### src/rtl/cfg_issuer.sv
// cfg_issuer: buffers host config descriptors and issues each one to the PE array as a one-cycle cfg_valid strobe.
// Latency: a descriptor accepted in cycle N is issued in cycle N+2 when cfg_busy is low in N+1; issues are at least 2 cycles after busy falls.
// Backpressure: desc_ready drops only when the descriptor FIFO is full; a pop frees a slot visible on the following cycle.

// Small generic synchronous FIFO; rd_dat shows the head entry combinationally.
module cfg_fifo #(
  parameter int WIDTH = 8,
  parameter int DEPTH = 4
) (
  input  logic             clk,
  input  logic             rst,
  input  logic             wr_vld,
  output logic             wr_rdy,
  input  logic [WIDTH-1:0] wr_dat,
  output logic             rd_vld,
  input  logic             rd_rdy,
  output logic [WIDTH-1:0] rd_dat
);
  localparam int AW = $clog2(DEPTH);

  logic [WIDTH-1:0] mem [DEPTH];
  logic [AW-1:0]    wr_ptr;
  logic [AW-1:0]    rd_ptr;
  logic [AW:0]      count;
  logic             do_wr;
  logic             do_rd;

  assign wr_rdy = (count != (AW+1)'(DEPTH));
  assign rd_vld = (count != '0);
  assign do_wr  = wr_vld && wr_rdy;
  assign do_rd  = rd_rdy && rd_vld;
  assign rd_dat = mem[rd_ptr];

  // Pointer and occupancy bookkeeping; simultaneous push and pop leave count unchanged.
  always_ff @(posedge clk) begin
    if (rst) begin
      wr_ptr <= '0;
      rd_ptr <= '0;
      count  <= '0;
    end else begin
      if (do_wr) wr_ptr <= wr_ptr + 1'b1;
      if (do_rd) rd_ptr <= rd_ptr + 1'b1;
      case ({do_wr, do_rd})
        2'b10:   count <= count + 1'b1;
        2'b01:   count <= count - 1'b1;
        default: count <= count;
      endcase
    end
  end

  // Storage array carries no reset; occupancy alone defines which entries are meaningful.
  always_ff @(posedge clk) begin
    if (do_wr) mem[wr_ptr] <= wr_dat;
  end
endmodule

module cfg_issuer #(
  parameter int DATA_CWIDTH = 8,
  parameter int WICP_CWIDTH = 16,
  parameter int TMPC_CWIDTH = 8,
  parameter int POST_CWIDTH = 8,
  parameter int DEPTH       = 4,
  parameter int TIMEOUT     = 15
) (
  input  logic                   clk,
  input  logic                   rst,
  input  logic                   desc_valid,
  output logic                   desc_ready,
  input  logic [DATA_CWIDTH-1:0] desc_data_data,
  input  logic [WICP_CWIDTH-1:0] desc_wicp_data,
  input  logic [TMPC_CWIDTH-1:0] desc_tmpc_data,
  input  logic [POST_CWIDTH-1:0] desc_post_data,
  output logic                   cfg_valid,
  output logic [DATA_CWIDTH-1:0] cfg_data_data,
  output logic [WICP_CWIDTH-1:0] cfg_wicp_data,
  output logic [TMPC_CWIDTH-1:0] cfg_tmpc_data,
  output logic [POST_CWIDTH-1:0] cfg_post_data,
  input  logic                   cfg_busy,
  output logic                   idle,
  output logic                   err_timeout,
  output logic [7:0]             issued_cnt
);
  localparam int TW = $clog2(TIMEOUT + 1);
  localparam logic [TW-1:0] TMO_LAST = TW'(TIMEOUT - 1);

  typedef struct packed {
    logic [DATA_CWIDTH-1:0] data;
    logic [WICP_CWIDTH-1:0] wicp;
    logic [TMPC_CWIDTH-1:0] tmpc;
    logic [POST_CWIDTH-1:0] post;
  } desc_t;

  typedef enum logic [1:0] {
    S_IDLE,
    S_ISSUE,
    S_WAIT_RISE,
    S_WAIT_FALL
  } state_t;

  state_t        state;
  desc_t         push_desc;
  desc_t         head_desc;
  logic          fifo_vld;
  logic          pop;
  logic [TW-1:0] tmo_cnt;

  assign push_desc.data = desc_data_data;
  assign push_desc.wicp = desc_wicp_data;
  assign push_desc.tmpc = desc_tmpc_data;
  assign push_desc.post = desc_post_data;

  // A residual busy from the previous target blocks the pop, so IDLE simply waits it out.
  assign pop  = (state == S_IDLE) && fifo_vld && !cfg_busy;
  assign idle = (state == S_IDLE) && !fifo_vld;

  cfg_fifo #(
    .WIDTH ($bits(desc_t)),
    .DEPTH (DEPTH)
  ) u_fifo (
    .clk    (clk),
    .rst    (rst),
    .wr_vld (desc_valid),
    .wr_rdy (desc_ready),
    .wr_dat (push_desc),
    .rd_vld (fifo_vld),
    .rd_rdy (pop),
    .rd_dat (head_desc)
  );

  // Issue FSM: pop into output registers, strobe once, then track the target's busy window.
  always_ff @(posedge clk) begin
    if (rst) begin
      state         <= S_IDLE;
      cfg_valid     <= 1'b0;
      cfg_data_data <= '0;
      cfg_wicp_data <= '0;
      cfg_tmpc_data <= '0;
      cfg_post_data <= '0;
      issued_cnt    <= '0;
      err_timeout   <= 1'b0;
      tmo_cnt       <= '0;
    end else begin
      cfg_valid <= 1'b0;
      case (state)
        S_IDLE: begin
          if (pop) begin
            cfg_data_data <= head_desc.data;
            cfg_wicp_data <= head_desc.wicp;
            cfg_tmpc_data <= head_desc.tmpc;
            cfg_post_data <= head_desc.post;
            cfg_valid     <= 1'b1;
            state         <= S_ISSUE;
          end
        end
        S_ISSUE: begin
          // cfg_busy is deliberately ignored here; the target may not have reacted yet.
          issued_cnt <= issued_cnt + 8'd1;
          tmo_cnt    <= '0;
          state      <= S_WAIT_RISE;
        end
        S_WAIT_RISE: begin
          if (cfg_busy) begin
            state <= S_WAIT_FALL;
          end else if (tmo_cnt == TMO_LAST) begin
            // Target never acknowledged; flag it and move on so the queue does not stall.
            err_timeout <= 1'b1;
            state       <= S_IDLE;
          end else begin
            tmo_cnt <= tmo_cnt + 1'b1;
          end
        end
        S_WAIT_FALL: begin
          if (!cfg_busy) state <= S_IDLE;
        end
        default: state <= S_IDLE;
      endcase
    end
  end
endmodule

### config.mk
export PLATFORM = sky130hd
export DESIGN_NAME = cfg_issuer
export DESIGN_NICKNAME = d
export VERILOG_FILES = /design/src/rtl/cfg_issuer.sv
export SDC_FILE = /design/constraint.sdc
export NUM_CORES = 1
export LEC_CHECK = 0
export ABC_AREA = 1
export CAP_MARGIN = 20
export CORE_ASPECT_RATIO = 1.5
export CORE_MARGIN = 10
export CORE_UTILIZATION = 35
export CTS_CLUSTER_SIZE = 24
export DETAILED_ROUTE_END_ITERATION = 10
export GPL_ROUTABILITY_DRIVEN = 0
export PLACE_DENSITY = 0.57
export SLEW_MARGIN = 10
export SYNTH_ARGS = -nofsm -noshare
export SYNTH_HDL_FRONTEND = slang
export SYNTH_SLANG_ARGS = --single-unit
### constraint.sdc
create_clock -name clk -period 4.01 [get_ports clk]
set_input_delay 0.401 -clock clk [delete_from_list [all_inputs] [get_ports clk]]
set_output_delay 0.401 -clock clk [all_outputs]
set_load 0.01 [all_outputs]
== Word-level counts from Yosys, hierarchy flattened ==
Memory sizes are Yosys's and may differ from the RTL's. A register that Yosys moved wholly into a read port is not among the register bits.
Index checks and enable logic that the tools add are counted.
W data, S select, Z words.
Word-level totals
  register bits after elaboration: 23
  bits in latches: 0
  bits in writable memories: 160
  ROM bits: 0
  input port bits: 44
  output and inout port bits: 52
  logic and storage cells: 57
  memories: 1
Memory list
  u_fifo.mem: words 4, width 40, read ports 1, clocked after memory_dff 1, write ports 1, line 21  | logic [WIDTH-1:0] mem [DEPTH];
Cells by class
  $add $sub $neg: 6
  multiply operators: 0
  div/mod/pow operators: 0
  magnitude comparators: 0
  eq/ne operators: 12
  shifts and indexed selects: 0
  mux-type cells: 12
  bitwise operators: 2
  reduce and logical (&&, ||, !) cells: 16
Operator list (count)
  $reduce_and A3 Y1: 3
  $add A8 B1 Y8 const B: 1
  $mux W2: 4
  $mux W4: 2
  $pmux W2 S4: 1
  $pmux W4 S2: 1
  $eq A2 B2 Y1 const B: 3
  $ne A2 B2 Y1 const B: 3
  $ne A3 B3 Y1 const B: 2
  $pmux W3 S2: 1
  $logic_and A1 B1 Y1: 5
  $add A2 B1 Y2 const B: 2
  $add A4 B1 Y4 const B: 1
  $eq A2 B1 Y1 const B: 2
  $eq A4 B4 Y1 const B: 1
  $reduce_bool A2 Y1: 2
  $add A3 B1 Y3 const B: 1
  $mux W1: 3
  $reduce_bool A3 Y1: 1
  $sub A3 B1 Y3 const B: 1
  $logic_not A1 Y1: 2
  $logic_not A2 Y1: 1
  $ne A2 B1 Y1 const B: 1
  $not A1 Y1: 2
  2 further kinds: 2

== Depth between registers and ports, before layout ==
Gate-level depths: netlist of the first run.
  word-level depth: 6
  gate-level depth with buffers: 13

== Modules after synthesis ==
A second synthesis of the first run with hierarchy kept.
Unflattened totals
  cells, all modules: 737
  area, all modules: 8717.1 sq um
By module, submodules not included
  cfg_fifo: times used 1, cells an instance 455, area each 6556.3 sq um
  cfg_issuer: times used 1, cells an instance 282, area each 2160.8 sq um

== Worst setup path after synthesis of the first run ==
Ideal clock, no wire load.
  path type: register to register
  start point: reg u_fifo.count[0]
  end point: mem u_fifo.mem[0][0] (netlist bit) (enable)
  arrival: 2411 ps
  setup slack: 1162 ps
  stages on the path, launching flop included: 5
  path buffers: 0
  period minus slack after synthesis: 2848 ps
  path through: dfxtp_1 > nor2_1 > nand2_1 > nand2_1 > nor2_1
Between the ends
  cells in the longest elaborated chain, start to end: 4
RTL lines
  start, declared: line 24  | logic [AW:0] count;
  start signal, assigned: line 44  | 2'b10: count <= count + 1'b1;
  start signal, assigned: line 45  | 2'b01: count <= count - 1'b1;
  start signal, assigned: line 46  | default: count <= count;
  $ne A3 B3 Y1: line 28  | assign wr_rdy = (count != (AW+1)'(DEPTH));
  net desc_ready: line 68  | output logic desc_ready,
  $logic_and A1 B1 Y1: line 30  | assign do_wr = wr_vld && wr_rdy;
  $mux W1: line 53  | if (do_wr) mem[wr_ptr] <= wr_dat;
  $mux W1 (not written as such): line 53
  end, declared: line 21
The timed path passes the listed nets, and every way through them passes these cells.

== Final worst setup path of the first run ==
  start point: reg u_fifo.count[0]
  end point: reg u_fifo.count[2]
Between the ends
  cells in the longest elaborated chain, start to end: 6
  elaborated cells between the ends (all ways): 12
  those cells by class: 2 x add/sub; 3 x eq/ne; 1 x mux; 6 x reduce/logical
RTL lines
  $reduce_bool A3 Y1: line 29  | assign rd_vld = (count != '0);
  $logic_and A1 B1 Y1 (2 in series): line 113  | assign pop = (state == S_IDLE) && fifo_vld && !cfg_busy;
  $logic_and A1 B1 Y1: line 31  | assign do_rd = rd_rdy && rd_vld;
  $eq A2 B1 Y1 or $eq A2 B2 Y1 (tied branches): line 43  | case ({do_wr, do_rd})
  $pmux W3 S2 or $reduce_bool A2 Y1 (tied branches)
Parallel ways exist; a longest one is shown, timed or not.
A chain may end at the register's enable or synchronous reset.

==> summary.md, run 1 <==
| Metric | Value |
|---|---|
| Adder-Cell Fraction of Synth Area | 1.402% |
| Nature of the critical path endpoint | flip-flop |
| IO Pins | 96 |
| Lkg Pwr | 3.648 nW |
| HP Start | err_timeout |
| Hold WS | 0.4765 ns |
| Max Root-Sink Buffers | 3 |
| Critical path class | reg -> reg |
| Synth Area in Compound Gates | 11.25% |
| Yosys cell types | 24 |
| CTS root buffer | clkbuf_16 |
| First-pass GRT wire length | 30,260 microns |
| Mux contribution to synthesized area | 0% |
| Fraction of the mapped netlist area in simple logic gates | 12.97% |
| Pin count of the biggest net entering global routing | 84 |
| Mapped Nets | 825 |
| Main combinational cell family by area after synthesis | simple AND/OR/NAND/NOR gates |
| Tot GR Track Use | 12.10% |
| Warnings from Yosys | 0 |
| Setup Viol. Count Final | 0 |
| Core ar. | 0.02426 sq mm |
| WP data arrival | 2.73 ns |
| CTS sink cnt | 223 |
| Post-synth EDFFs | 160 |
| TNS Setup | 0 ns |
| Slew @ Worst Pin | 0.9040 ns |
| Die area | 0.03126 sq mm |
| Asr flop ratio synth | 0% |
| Critical Path Max Stage Delay | 0.40 ns |
| GR Overflow Total | 0 |
| Maximum VDD drop | 0.0002943 V |
| R2r endpoint | u_fifo.count[2] |
| Critical path's slowest cell | nand2_1 |
| Total of max-cap violations | 0 |
| Most common cell type on the critical path | nand2_1 |
| FMAX | 0.4362 GHz |
| Clock transition at path regs | 0.06 ns |
| Antenna violations before repair | 1 |
| Starting Density | 35.31% |
| Design area | 0.01060 sq mm |
| Routed len/inst | 15.93 microns |
| Total Wirelength | 19,100 microns |
| TritonCTS buffer count | 22 |
| Layout cells sized above 1 | 7.208% |
| Setup bufs post-CTS | 0 |
| Flip-flop and latch count after synthesis | 223 |
| Clock latency at the later pin of the worst-skew pair | 0.50 ns |
| CTS tree | done |
| Required @ worst endpoint | 4.45 ns |
| Pins Over Slew Limit | 0 |
| Post-synthesis cell area | 0.008566 sq mm |
| DR DRC count | 0 |
| Worst clock skew | 0.01583 ns |
| Via count of the routed design | 5,657 |
| Hold worst-path end | err_timeout |
| Syn avg cell area | 11.10 sq um |
| Final Util | 43.69% |
| Tcrit/Tclk final | 57.18% |
| Worst Setup Start Kind | flip-flop |
| Synth Flop Type | edfxtp_1 |
| CTS resizes | 0 |
| Die Height | 211.6 microns |
| CTS H-tree depth | 1 |
| Area Growth Syn to Fin | 23.75% |
| Status | finished, final reports clean |
| Seq/Total Area, Yosys | 70.82% |
| Port bufs | 95 |
| Crit Reg-Reg Startpoint | u_fifo.count[0] |
| Number of core rows | 70 |
| Relative slew slack | 39.65% |
| Worst min path class | reg -> reg |
| RSZ-0062 raised after global routing | false |
| Cells on worst reg2reg path | 11 |
| Fin. Hold Viols | 0 |
| Layout net count | 912 |
| R2R Setup Slk | 1.72 ns |
| Fillcell total | 2,307 |
| CP cell instances | nor2_1, nand2_1, nand2_1, ha_1, inv_1, fa_1, a21oi_1, o21ai_0, nand2_1, nand2_1, nor2_1 |
| Xor and xnor area share after synthesis | 0% |
| Post-DR vias/cell | 4.718 |
| Width of the die | 147.7 microns |
| Antenna viol nets, final | 0 |
| Hold_buf cts | 0 |
| Power density over the cells | 635.6 mW/mm^2 |
| Area of placed instances | 0.009823 sq mm |
| Cells after Synth | 772 |
| Final Critical Period | 2.293 ns |
| Vias in the first global route | 5,773 |
| Post-DP HPWL | 11,050 microns |
| CP max FO | 9 |
| Drt first-iter violations | 269 |
| DRT Pass-1 Iters | 4 |
| Worst hold path stage count | 2 |
==> cell usage in the layout (no fill, tap or decap), types with 3 or more instances in the layout <==
cell / synthesis / routed
clkinv_2: 0 / 4
clkbuf_8: 0 / 3
o21ai_0: 103 / 103
edfxtp_1: 160 / 160
clkdlybuf4s50_1: 0 / 95
inv_2: 4 / 5
clkbuf_16: 0 / 24
ha_1: 8 / 8
o21ai_1: 68 / 68
clkbuf_1: 16 / 3
buf_4: 5 / 9
nand3_1: 6 / 6
a21oi_1: 17 / 17
inv_1: 23 / 22
nor3_1: 4 / 4
nand2_1: 32 / 32
bufinv_16: 0 / 3
dfxtp_1: 63 / 61
nor2_1: 229 / 225
o21a_1: 3 / 3
nor2_4: 1 / 5
==> layout make-up <==
type	instances	area, sq um	area share, %
multi-input combinational	481	2225	20.99
tap	324	405.4	3.824
inverter	27	101.3	0.9561
sequential	223	6073	57.29
clock buffer	30	653.1	6.161
timing repair buffer	104	1018	9.608
clock inverter	9	121.4	1.145
antenna	1	2.502	0.02361
==> routing by layer <==
layer | wire, microns | global-route usage, % | vias to the layer above
met5 | 13 | 0 | -
met4 | 466 | 4.147 | 2
met3 | 951 | 2.757 | 29
met2 | 9871 | 22.68 | 105
met1 | 7796 | 12.96 | 2693
li1 | - | - | 2828
==> critical path: cells and delay by family (launching register included) <==
family                   cells  cell delay [ns]
AND/OR/NAND/NOR              6             0.94
AO/OA/AOI/OAI                2             0.28
adder cells (fa/ha/maj)      2             0.61
flip-flops                   1             0.33
buffers and inverters        1             0.07
==> synth_stat cells, types with 2 or more instances <==
| master | n | share of area [%] |
|---|---|---|
| nor2_2 | 2 | 0.15 |
| nand2_2 | 2 | 0.15 |
| nand3b_1 | 2 | 0.18 |
| nor3_1 | 4 | 0.23 |
| buf_4 | 5 | 0.44 |
| nand3_2 | 2 | 0.23 |
| o21ai_0 | 103 | 6.0 |
| nand3_1 | 6 | 0.35 |
| dfxtp_1 | 63 | 15 |
| o21a_1 | 3 | 0.26 |
| buf_2 | 19 | 1.1 |
| edfxtp_1 | 160 | 56 |
| nor2_1 | 229 | 10 |
| inv_2 | 4 | 0.18 |
| inv_1 | 23 | 1.0 |
| clkbuf_1 | 16 | 0.70 |
| ha_1 | 8 | 1.2 |
| a21oi_1 | 17 | 0.99 |
| o21ai_1 | 68 | 4.0 |
| nand2_1 | 32 | 1.4 |
==> report_power, final <==
group | total, mW | internal [mW] | switching, mW
clock | 2.16 | 1.33 | 0.824
sequential | 2.97 | 2.81 | 0.167
combinational | 1.61 | 0.644 | 0.965
==> kinds of logic after synthesis <==
logic type / after synthesis
adder cells (fa/ha/maj): 9
flip-flops: 223
AND/OR/NAND/NOR: 281
AO/OA/AOI/OAI: 191
buffers and inverters: 68
==> per-stage QoR <==
stage               worst slack, ns  cells  power (mW)
finish                        1.717   1199       6.737
global route                  1.358   1198       7.151
CTS                           1.682   1198       6.853
detailed placement            1.544   1159       4.670
global placement              1.621   1159       4.654
floorplan                     1.162    772       3.976
==> how the worst max path moves through the flow <==
stage,from,endpoint,cells past startpoint
CTS,u_fifo.count[0],u_fifo.count[2],11
global placement,desc_valid,u_fifo.count[2],10
finish,u_fifo.count[0],u_fifo.count[2],11
detailed placement,desc_valid,u_fifo.count[2],10
floorplan,u_fifo.count[0],u_fifo.mem[0][0],4
global route,u_fifo.count[0],u_fifo.count[2],11
==> flip-flops by register name, indices dropped and copies added (netlist names) <==
| signal | cells |
|---|---|
| cfg_data_data | 8 |
| cfg_post_data | 8 |
| cfg_tmpc_data | 8 |
| cfg_valid | 1 |
| cfg_wicp_data | 16 |
| err_timeout | 1 |
| issued_cnt | 8 |
| state | 2 |
| tmo_cnt | 4 |
| u_fifo.count | 3 |
| u_fifo.mem | 160 |
| u_fifo.rd_ptr | 2 |
| u_fifo.wr_ptr | 2 |
(Power assumes the default switching activity.)
==> inputs of run 2 (changes only) <==
- PLACE_DENSITY: 0.57 -> 0.59
- clock period: 4.01 -> 2 ns (I/O delays scaled with it)
==> summary.md, run 2 (same netlist as run 1, synthesis figures left out) <==
| Metric | Value |
|---|---|
| Status | finished, final reports clean |
| FMAX | 0.5538 GHz |
| Power density over the cells | 1223 mW/mm^2 (+93%) |
| Largest reg by FF count | u_fifo.mem |
| CTS sink cnt | 223 (unchanged) |
| Hold_buf cts | 0 (unchanged) |
| TritonCTS buffer count | 23 (+4.5%) |
| Tot GR Track Use | 12.05% (-0.049 points) |
| Post-DP HPWL | 12,130 microns (+9.8%) |
| Most common cell after layout, fill and taps aside | nor2_1 |
| Pin count of the biggest net entering global routing | 46 (-45%) |
| WP data arrival | 1.61 ns (-1.12 ns) |
| Max Root-Sink Buffers | 3 (unchanged) |
| Clock latency at the later pin of the worst-skew pair | 0.50 ns (about the same) |
| Commonest non-fill, non-tap cells in the layout | 224 x nor2_1, 160 x edfxtp_1, 103 x o21ai_0 |
| Layout cells sized above 1 | 8.511% (+1.3 points) |
| Core ar. | 0.02426 sq mm (unchanged) |
| Tcrit/Tclk final | 90.28% |
| Register Area | 0.006073 sq mm (unchanged) |
| CTS tree | done |
| Fillcell total | 2,324 (+0.74%) |
| Antenna viol nets, final | 0 (unchanged) |
| DR DRC count | 0 (unchanged) |
| Vias in the first global route | 5,719 (-0.94%) |
| Uppermost layer routed | met4 |
| Met3 wire length | 838 microns (-12%) |
| Clock transition at path regs | 0.06 ns (about the same) |
| Drt first-iter violations | 195 (-28%) |
| Post-route insts no fill | 1,219 (+1.7%) |
| Routed len/inst | 15.55 microns (-2.4%) |
| Met2 wire length | 10,260 microns (+3.9%) |
| Worst setup margin | 0.1944 ns (-1.523 ns) |
| Max reg flops | 160 (unchanged) |
| Fin. Hold Viols | 0 (unchanged) |
| Total Wirelength | 18,950 microns (-0.76%) |
| GR Overflow Total | 0 (unchanged) |
| Area Growth Syn to Fin | 25.58% |
| Post-DR vias/cell | 4.677 (-0.88%) |
| RSZ-0062 raised after global routing | false |
| Pre-CTS setup slack | -0.002096 ns (-1.546 ns) |
| CTS H-tree depth | 1 (unchanged) |
| Relative slew slack | 62.73% (+23 points) |
| DRT met1 WL | 7563 microns (-3.0%) |
| Width of the die | 147.7 microns (unchanged) |
| Maximum VDD drop | 0.0007627 V (+160%) |
| Die area | 0.03126 sq mm (unchanged) |
| CTS root buffer | clkbuf_16 |
| Antenna violations before repair | 1 (unchanged) |
| CP max FO | 4 (-5) |
| Required @ worst endpoint | 1.80 ns (-2.65 ns) |
| First-pass GRT wire length | 30,350 microns (+0.27%) |
| Port bufs | 95 (unchanged) |
| Layout net count | 930 (+2.0%) |
| Via count of the routed design | 5,701 (+0.78%) |
| Nature of the critical path endpoint | output port |
| Pins Over Slew Limit | 0 (unchanged) |
| Combined area of the multi-input logic cells | 0.002227 sq mm (+0.11%) |
| Setup bufs post-CTS | 0 (unchanged) |
| Worst Setup Start Kind | flip-flop |
| Starting Density | 35.31% (unchanged) |
| Area of placed instances | 0.01008 sq mm (+2.6%) |
| Number of core rows | 70 (unchanged) |
| DRT Pass-1 Iters | 6 (+2) |
| Die Height | 211.6 microns (unchanged) |
| Worst clock skew | 0.008593 ns (-0.007240 ns) |
| Total of max-cap violations | 0 (unchanged) |
| Slew @ Worst Pin | 0.5591 ns (-0.3449 ns) |
| Placed Cells | 1,176 (+1.5%) |
| Setup Viol. Count Final | 0 (unchanged) |
| Largest registers | u_fifo.mem: 160 flops, cfg_wicp_data: 16 flops |
| Final Critical Period | 1.806 ns |
| Design area | 0.01076 sq mm (+1.5%) |
| Critical path class | reg -> out |
| IO Pins | 96 (unchanged) |
| Lkg Pwr | 3.716 nW (+1.9%) |
| Worst min path class | in -> reg |
run 2: cell types whose count changed in the layout (fill, tap and decap cells not counted), sizes merged:
| cell | delta |
|---|---|
| diode | +1 |
| buf | +17 |
| clkdlybuf4s50 | -1 |
| clkinvlp | +1 |
| bufinv | -3 |
| clkinv | +1 |
| clkbuf | +3 |
| dlygate4sd2 | +1 |
run 2: path summary, 6_finish.rpt:
check | from | endpoint | slack (ns) | cells past startpoint
min reg2reg | err_timeout | err_timeout | 0.47 | 2
max | u_fifo.count[0] | desc_ready | 0.19 | 3
max reg2reg | u_fifo.count[0] | u_fifo.count[2] | 0.23 | 10
min | desc_wicp_data[3] | u_fifo.mem[0][19] | 0.34 | 1
run 2: final cells by class:
class,instances,area share (%)
Clock buffer,33,5.886
Inverter,27,0.9422
Sequential cell,223,56.46
Tap cell,324,3.769
Antenna cell,2,0.04653
Multi-Input combinational cell,481,20.70
Clock inverter,8,0.3839
Timing Repair Buffer,121,11.81
run 2: what timing repair did:
item,CTS,global route
resized for setup,2,0
endpoints found under the hold margin,0,0
endpoints found under the setup margin,1,0
run 2: critical path: stages (launching register included):
cell and delay (ns):
dfxtp_1 0.39, nor2_2 0.08, nand2_1 0.07, clkdlybuf4s50_1 0.58
run 2: where the power goes:
part           total (mW)  switching, mW  internal (mW)
Combinational        3.36           1.93           1.43
Clock                3.80           1.61           2.19
Sequential           6.00          0.380           5.62
Total                13.2           3.91           9.25
run 2: through the flow:
| step | power (mW) | utilization, % | hold WS [ns] | TNS (ns) |
|---|---|---|---|---|
| 2_1_floorplan | 7.970 | - | 0.2989 | -36.70 |
| 3_3_place_gp | 9.502 | 41.53 | 0.4499 | 0 |
| 4_1_cts | 13.40 | 44.32 | 0.3179 | 0 |
| 5_1_grt | 14.01 | 44.32 | 0.3307 | 0 |
| 3_5_place_dp | 9.545 | 41.53 | 0.4642 | -0.002096 |
| 6_report | 13.16 | 44.34 | 0.3367 | 0 |
run 2: layer usage:
metal,global-route usage [%],vias to the layer above
li1,-,2873
met1,12.96,2718
met2,22.97,89
met3,2.501,21
met4,3.530,0
met5,0,-
==> inputs of run 3 (changes only) <==
- CORE_UTILIZATION: 35 -> 50
- MAX_ROUTING_LAYER: default -> met4
- PLACE_DENSITY: 0.59 -> 0.78
==> summary.md, run 3 (same netlist as run 1, synthesis figures left out) <==
| Metric | Value |
|---|---|
| Status | finished, final reports clean |
| Area of placed instances | 0.009916 sq mm (-1.6%) |
| Via count of the routed design | 5,778 (+1.4%) |
| Post-DP HPWL | 11,110 microns (-8.4%) |
| Maximum VDD drop | 0.001152 V (+51%) |
| Pin count of the biggest net entering global routing | 84 (+83%) |
| Delay-heaviest family, CP | buffers and inverters |
| Required @ worst endpoint | 1.80 ns (about the same) |
| IO Pins | 96 (unchanged) |
| R2r endpoint | u_fifo.count[2] |
| Cells on worst reg2reg path | 10 (unchanged) |
| Final Util | 62.80% (+18 points) |
| Hold_buf cts | 0 (unchanged) |
| Total Wirelength | 18,290 microns (-3.5%) |
| Placed Cells | 1,057 (-10%) |
| WP data arrival | 1.59 ns (-0.02 ns) |
| RSZ-0062 raised after global routing | false |
| Max reg flops | 160 (unchanged) |
| Die area | 0.02287 sq mm (-27%) |
| Commonest non-fill, non-tap cells in the layout | 224 x nor2_1, 160 x edfxtp_1, 102 x o21ai_0 |
| Most common cell after layout, fill and taps aside | nor2_1 |
| Worst hold path stage count | 1 (unchanged) |
| HP Start | desc_tmpc_data[5] |
| Clock latency at the later pin of the worst-skew pair | 0.48 ns (-0.02 ns) |
| Core ar. | 0.01684 sq mm (-31%) |
| Setup Viol. Count Final | 0 (unchanged) |
| Relative slew slack | 61.20% (-1.5 points) |
| CTS sink cnt | 223 (unchanged) |
| Number of core rows | 58 (-17%) |
| Post-DR vias/cell | 5.277 (+13%) |
| Antenna viol nets, final | 0 (unchanged) |
| CTS tree | done |
| First-pass GRT wire length | 29,520 microns (-2.7%) |
| Critical path class | reg -> out |
| DRT Pass-1 Iters | 4 (-2) |
| Starting Density | 50.88% (+16 points) |
| Design area | 0.01057 sq mm (-1.7%) |
| Width of the die | 126.9 microns (-14%) |
| Worst path bufs/invs | 1 (unchanged) |
| M1 GR Usage | 17.22% (+4.3 points) |
| TNS Setup | 0 ns (unchanged) |
| Antenna violations before repair | 1 (unchanged) |
| Layout cells sized above 1 | 8.258% (-0.25 points) |
| CP max FO | 4 (unchanged) |
| Vias in the first global route | 5,978 (+4.5%) |
| Fin. Hold Viols | 0 (unchanged) |
| Drt first-iter violations | 447 (+130%) |
| Routing usage on met3 | 2.150% (-0.35 points) |
| Worst Setup Start Kind | flip-flop |
| GR Overflow Total | 0 (unchanged) |
| Largest reg by FF count | u_fifo.mem |
| Power density over the cells | 1236 mW/mm^2 (+1.0%) |
| Tcrit/Tclk final | 89.48% (-0.80 points) |
| Crit Reg-Reg Startpoint | state[1] |
| TritonCTS buffer count | 21 (-8.7%) |
| Grt met2 use | 29.43% (+6.5 points) |
| Largest registers | u_fifo.mem: 160 flops, cfg_wicp_data: 16 flops |
| Nature of the critical path endpoint | output port |
| Final Critical Period | 1.790 ns (-0.01603 ns) |
| Setup bufs post-CTS | 0 (unchanged) |
| Post-route insts no fill | 1,095 (-10%) |
| Hold worst-path end | u_fifo.mem[0][13] |
| Critical path's slowest cell | clkdlybuf4s50_1 |
| Overall Power | 13.07 mW (-0.67%) |
| Tot GR Track Use | 16.06% (+4.0 points) |
| Area Growth Syn to Fin | 23.44% |
| Pins Over Slew Limit | 0 (unchanged) |
| FMAX | 0.5588 GHz (+0.90%) |
| Worst min path class | in -> reg |
| R2R Setup Slk | 0.23 ns (about the same) |
| Port bufs | 95 (unchanged) |
| CTS H-tree depth | 1 (unchanged) |
| Critical Path Max Stage Delay | 0.58 ns (about the same) |
| Layout net count | 923 (-0.75%) |
| Slew @ Worst Pin | 0.5820 ns (+0.02290 ns) |
| CTS root buffer | clkbuf_16 |
| Routed len/inst | 16.70 microns (+7.4%) |
| Top Usage Layer GRT | met2 |
| DR DRC count | 0 (unchanged) |
| Clock transition at path regs | 0.06 ns (about the same) |
| CP cell instances | nor2_2, nand2_1, clkdlybuf4s50_1 |
| Worst clock skew | 0.01339 ns (+0.004793 ns) |
| Lkg Pwr | 3.706 nW (-0.27%) |
| Total of max-cap violations | 0 (unchanged) |
| Max Root-Sink Buffers | 3 (unchanged) |
| Die Height | 180.3 microns (-15%) |
==> run 3: cell count changes in the layout (fill, tap and decap cells not counted), moves of 2 or more <==
cell	delta
dfxtp_4	-2
dfxtp_2	+2
clkinv_2	+3
clkbuf_1	-4
clkbuf_16	-2
clkinv_1	-2
buf_12	+2
buf_4	-7
==> run 3: through the flow <==
step,setup slack [ns],hold WS [ns]
finish,0.2104,0.3468
global route,0.02587,0.3457
CTS,0.02070,0.3349
detailed placement,0.02341,0.4514
global placement,0.05073,0.4431
floorplan,-0.2294,0.2989
==> run 3: how the worst max path moves through the flow <==
stage,cells after the start,endpoint,start
4_1_cts,4,idle,u_fifo.count[0]
3_3_place_gp,11,u_fifo.count[2],cfg_busy
3_5_place_dp,11,u_fifo.count[2],cfg_busy
5_1_grt,10,u_fifo.count[2],u_fifo.count[1]
2_1_floorplan,4,u_fifo.mem[0][0],u_fifo.count[0]
6_report,3,desc_ready,u_fifo.count[0]
==> run 3: layout make-up <==
type	instances	area, sq um
Multi-Input combinational cell	481	2227
Clock buffer	27	568.0
Inverter	27	101.3
Tap cell	210	262.8
Sequential cell	223	6068
Timing Repair Buffer	116	1261
Clock inverter	10	82.58
Fill cell	1308	6262
Antenna cell	1	2.502
==> run 3: what timing repair did <==
action,in CTS,in global routing
pin swaps,0,2
resized for setup,1,2
setup endpoints to repair,1,2
==> run 3: where the power goes <==
group	internal (mW)	leakage, nW	switching (mW)
Combinational	1.40	1.40	2.01
Sequential	5.62	1.98	0.289
Clock	2.15	0.323	1.60
==> run 3: layer usage <==
layer | vias to the layer above | share of wire (%)
li1 | 2839 | -
met1 | 2787 | 38
met2 | 131 | 55
met3 | 21 | 4.8
met4 | 0 | 1.7
met5 | - | 0
==> patch 1, RTL diff (settings of run 3) <==
`DATA_CWIDTH`: 8 -> 10.
--- a/src/rtl/cfg_issuer.sv
+++ b/src/rtl/cfg_issuer.sv
@@ -55,7 +55,7 @@
 endmodule
 
 module cfg_issuer #(
-  parameter int DATA_CWIDTH = 8,
+  parameter int DATA_CWIDTH = 10,
   parameter int WICP_CWIDTH = 16,
   parameter int TMPC_CWIDTH = 8,
   parameter int POST_CWIDTH = 8,
Interface: changed (resized cfg_data_data and desc_data_data); port bits go from 96 to 100. The function was not compared with the original's and may differ.
==> patch 1 against run 3 <==
  * Area after synthesis is 5.5% higher
  * First-iteration DRC count decreased by 13%
  * Sequential cell count grew 10
  * Design area up 4.3%
  * Worst setup slack lost 0.012 ns
  * Sequential power grew 4.6%
  * Sequential share of layout area increased by 0.16 points
  * Total power up 4.8%
  * Register-to-register slack got worse by 0.03 ns
  * Routed wire length rose by 2.5%
  * Clock power up 7.5%
  * Largest cell class unchanged
  * Largest power group unchanged
  * Highest routed layer unchanged
==> patch 1: results (changes against run 3) <==
| Metric | Value |
|---|---|
| Commonest cells post-synth | nor2_1 (234), edfxtp_1 (168), o21ai_0 (133) |
| Clock-cell share of area | 6.37% (+0.22 points) |
| Hold WS | 0.335 ns (-0.0119 ns) |
| Vias in the first global route | 5932 (-0.77%) |
| Data buffer area share | 11.5% (-0.40 points) |
| Fraction of area in multi-input gates | 21.2% (+0.16 points) |
| Die extent in x | 130 um (+2.3%) |
| Post-cts resize count | 2 (+1) |
| Pint | 0.00970 W (+5.8%) |
| FILL cells | 1384 (+5.8%) |
| Via density | 5.31 (+0.55%) |
| Post-synthesis compound-gate area fraction | 11.2% (-0.042 points) |
| Initial antenna violation count | 0 (-1) |
| Reg2reg setup slack | 0.20 ns (-0.03 ns) |
| #MultiIn Comb | 495 (+2.9%) |
| Final instance area | 0.0110 mm^2 (+4.3%) |
| Pre-antenna DRT Iters | 6 (+2) |
| Status | finished clean |
| Seq area share | 57.5% (+0.16 points) |
| Worst-path fanout max | 3 (-1) |
| Metal2 WL | 9980 um (-1.1%) |
| GRT Total Usage | 15.9% (-0.15 points) |
| Placed cells | 1091 (+3.2%) |
| Net Count, Synth | 851 (+3.2%) |
| Final setup margin | 0.199 ns (-0.0116 ns) |
| Met2 usage | 28.3% (-1.2 points) |
| Slowest CP cell | fa_1 |
| Ant diodes | 0 (-1) |
| DRT met1 WL | 7650 um (+9.1%) |
| PortBufs | 99 (+4.2%) |
| Post-synthesis adder-cell area fraction | 1.33% (-0.073 points) |
| Worst clock skew | 0.00989 ns (-0.00349 ns) |
| Non-clk bufs | 121 (+4.3%) |
| Met1 usage | 18.0% (+0.78 points) |
| Max VDD drop | 0.814 mV (-29%) |
| Num sequential | 233 (+4.5%) |
| Min-delay src | desc_wicp_data[9] |
| DR WL met3 | 717 um (-19%) |
patch 1: cell count changes after synthesis, moves of 3 or more:
cell and change:
nand2_1 -4, nor3_1 -4, o21a_1 -3, buf_2 -13, buf_6 +11, o21ai_1 -20, edfxtp_1 +8, nor2_1 +5
o21ai_0 +30
patch 1: worst max path at each step:
stage	start	endpoint	cells after the start
2_1_floorplan	u_fifo.count[0]	u_fifo.mem[0][0]	4
3_3_place_gp	cfg_busy	u_fifo.count[2]	11
3_5_place_dp	cfg_busy	u_fifo.count[2]	11
4_1_cts	u_fifo.count[0]	idle	4
5_1_grt	state[1]	u_fifo.count[2]	11
6_report	state[1]	u_fifo.count[2]	10
patch 1: critical path, delay by kind of cell, from the launching register on:
| family | cells | cell delay, ns |
|---|---|---|
| and+or+nand+nor | 4 | 0.45 |
| adders and majority gates | 2 | 0.51 |
| AOI/OAI and AO/OA | 2 | 0.25 |
| DFF | 1 | 0.36 |
| buffers and inverters | 2 | 0.13 |
==> patch 2, RTL diff (settings of run 3) <==
Made on the original files. Make the reset (`rst`) asynchronous in 2 clocked blocks.
--- a/src/rtl/cfg_issuer.sv
+++ b/src/rtl/cfg_issuer.sv
@@ -32,7 +32,7 @@
   assign rd_dat = mem[rd_ptr];
 
   // Pointer and occupancy bookkeeping; simultaneous push and pop leave count unchanged.
-  always_ff @(posedge clk) begin
+  always_ff @(posedge clk or posedge rst) begin
     if (rst) begin
       wr_ptr <= '0;
       rd_ptr <= '0;
@@ -128,7 +128,7 @@
   );
 
   // Issue FSM: pop into output registers, strobe once, then track the target's busy window.
-  always_ff @(posedge clk) begin
+  always_ff @(posedge clk or posedge rst) begin
     if (rst) begin
       state         <= S_IDLE;
       cfg_valid     <= 1'b0;
Formal check against the unedited RTL: differs if rst is asserted again (counterexample within 4 cycles, from zero or initial values and one cycle with rst high); with rst held inactive, the same outputs for 4 cycles.
==> patch 2 against run 3 <==
  * Sequential cell count unchanged
  * Count of clock-buffer cells in the layout down 4
  * Routed wire length down 3.3%
  * Worst setup slack worse by 0.10 ns
  * Area after synthesis up 2.9%
  * Design area up 1.7%
  * Total power up 21%
  * Largest cell class unchanged
  * Highest routed layer unchanged
==> patch 2: results (changes against run 3) <==
| Metric | Value |
|---|---|
| Seq/Total Area, Yosys | 72.4% (+1.6 points) |
| Ys Warns | 0 (unchanged) |
| Pleak | 4.27 nW (+15%) |
| CTS Buffer Depth | 3 (unchanged) |
| Worst-path fanout max | 4 (unchanged) |
| Rel. slew slack | 64.6% (+3.4 points) |
| CTS H-tree depth | 1 (unchanged) |
| HP Class | primary input to asynchronous set/reset pin |
| First-pass GRT wire length | 28300 um (-4.0%) |
| PortBufs | 95 (unchanged) |
| Layout cells sized above 1 | 7.18% (-1.1 points) |
| Via density | 5.03 (-4.7%) |
| Post-DP HPWL | 11100 um (+0.34%) |
| Total wire length | 17700 um (-3.3%) |
| Initial antenna violation count | 1 (unchanged) |
| Worst clock skew | 0.0198 ns (+0.00640 ns) |
| Synth Area per Inst | 11.4 um^2 (+2.5%) |
| Post-synthesis mux area share | 0% (unchanged) |
| Largest net degree at the start of global routing | 43 (-49%) |
| 1st-iter DRT viols | 350 (-22%) |
| NetSw | 0.00529 W (+35%) |
| Max VDD drop | 0.878 mV (-24%) |
| Post-cts resize count | 1 (unchanged) |
| CP arrival | 2.24 ns (+0.65 ns) |
| Post-Synth XOR/XNOR Area | 0.895% (+0.89 points) |
| DP Worst Slack | -0.0483 ns (-0.0717 ns) |
| Status | finished clean |
| Commonest cells post-synth | nand2_1 (188), nor2_1 (174), edfxtp_1 (160) |
| Logic pwr share | 34.8% (+8.7 points) |
| Placed inst area | 0.0101 mm^2 (+2.2%) |
| TritonCTS buffer count | 19 (-9.5%) |
| GRT Total Usage | 15.4% (-0.70 points) |
| Netlist cell types | 27 (+13%) |
| Clock transition at the registers of the reported paths | 0.07 ns |
| Pre-antenna DRT Iters | 4 (unchanged) |
| Clk Tree Root Cell | clkbuf_16 |
| Post-synthesis compound-gate area fraction | 5.21% (-6.0 points) |
| Commonest register cell after synthesis | edfxtp_1 |
| Post-synth ARST share | 28.3% (+28 points) |
| Vias in the first global route | 5629 (-5.8%) |
| Worst-skew pair later-pin latency | 0.48 ns (about the same) |
| Logic power comb | 0.00550 W (+61%) |
| Sequential Power | 0.00670 W (+13%) |
| WL/cell | 16.0 um (-4.2%) |
| Final #Nets | 931 (+0.87%) |
| Post-synth EDFFs | 160 (unchanged) |
| Net Count, Synth | 828 (+0.36%) |
| Post-synthesis adder-cell area fraction | 1.36% (-0.039 points) |
| Main area contributors after synthesis | edfxtp_1 (55%), dfrtp_1 (18%), nand2_1 (8.0%), nor2_1 (7.4%), o21ai_0 (4.3%) |
==> patch 2: per-layer routing <==
layer | track usage, % | vias to the layer above | share of wire (%)
met4 | 5.01 | 0 | 1.6
li1 | - | 2779 | -
met5 | - | - | 0
met2 | 27.2 | 156 | 53
met3 | 2.09 | 23 | 6.2
met1 | 17.4 | 2600 | 39
==> patch 2: final cells by class <==
type	instances	area (um^2)
antenna	1	2.50
clock buffer	23	510
clock inverter	11	103
fill	1276	6600
inverter	27	105
multi-input combinational	491	2170
sequential	223	6380
tap	213	267
timing repair buffer	116	1210
==> patch 2: worst max-delay path: stages, from the launching register on <==
cell and delay (ns):
dfrtp_1 0.41, inv_2 0.09, nand2_2 0.09, nor2_4 0.10, nand2_4 0.05, inv_1 0.06
ha_1 0.14, inv_1 0.06, fa_1 0.38, a21oi_1 0.14, o21ai_0 0.10, xor2_1 0.15
==> patch 2: cells by family (layout without fill, tap and decap cells) <==
kind of cell	count (synthesis)	after routing
adder cells (fa/ha/maj)	9	9
other	0	1
buffers and inverters	61	177
AO/OA/AOI/OAI	91	91
AND/OR/NAND/NOR	382	382
XOR/XNOR	9	9
flip-flops	223	223
==> patch 2: final timing paths <==
path | from | end | slack (ns) | cells past startpoint
worst max-delay path | state[0] | u_fifo.count[2] | 0.11 | 11
worst min-delay path | rst | cfg_post_data[7] | 0.03 | 2
worst max register to register | state[0] | u_fifo.count[2] | 0.11 | 11
worst min register to register | err_timeout | err_timeout | 0.47 | 1
max in group asynchronous | rst | cfg_wicp_data[5] | 1.42 | 3
min in group clk | desc_post_data[4] | u_fifo.mem[3][4] | 0.34 | 1
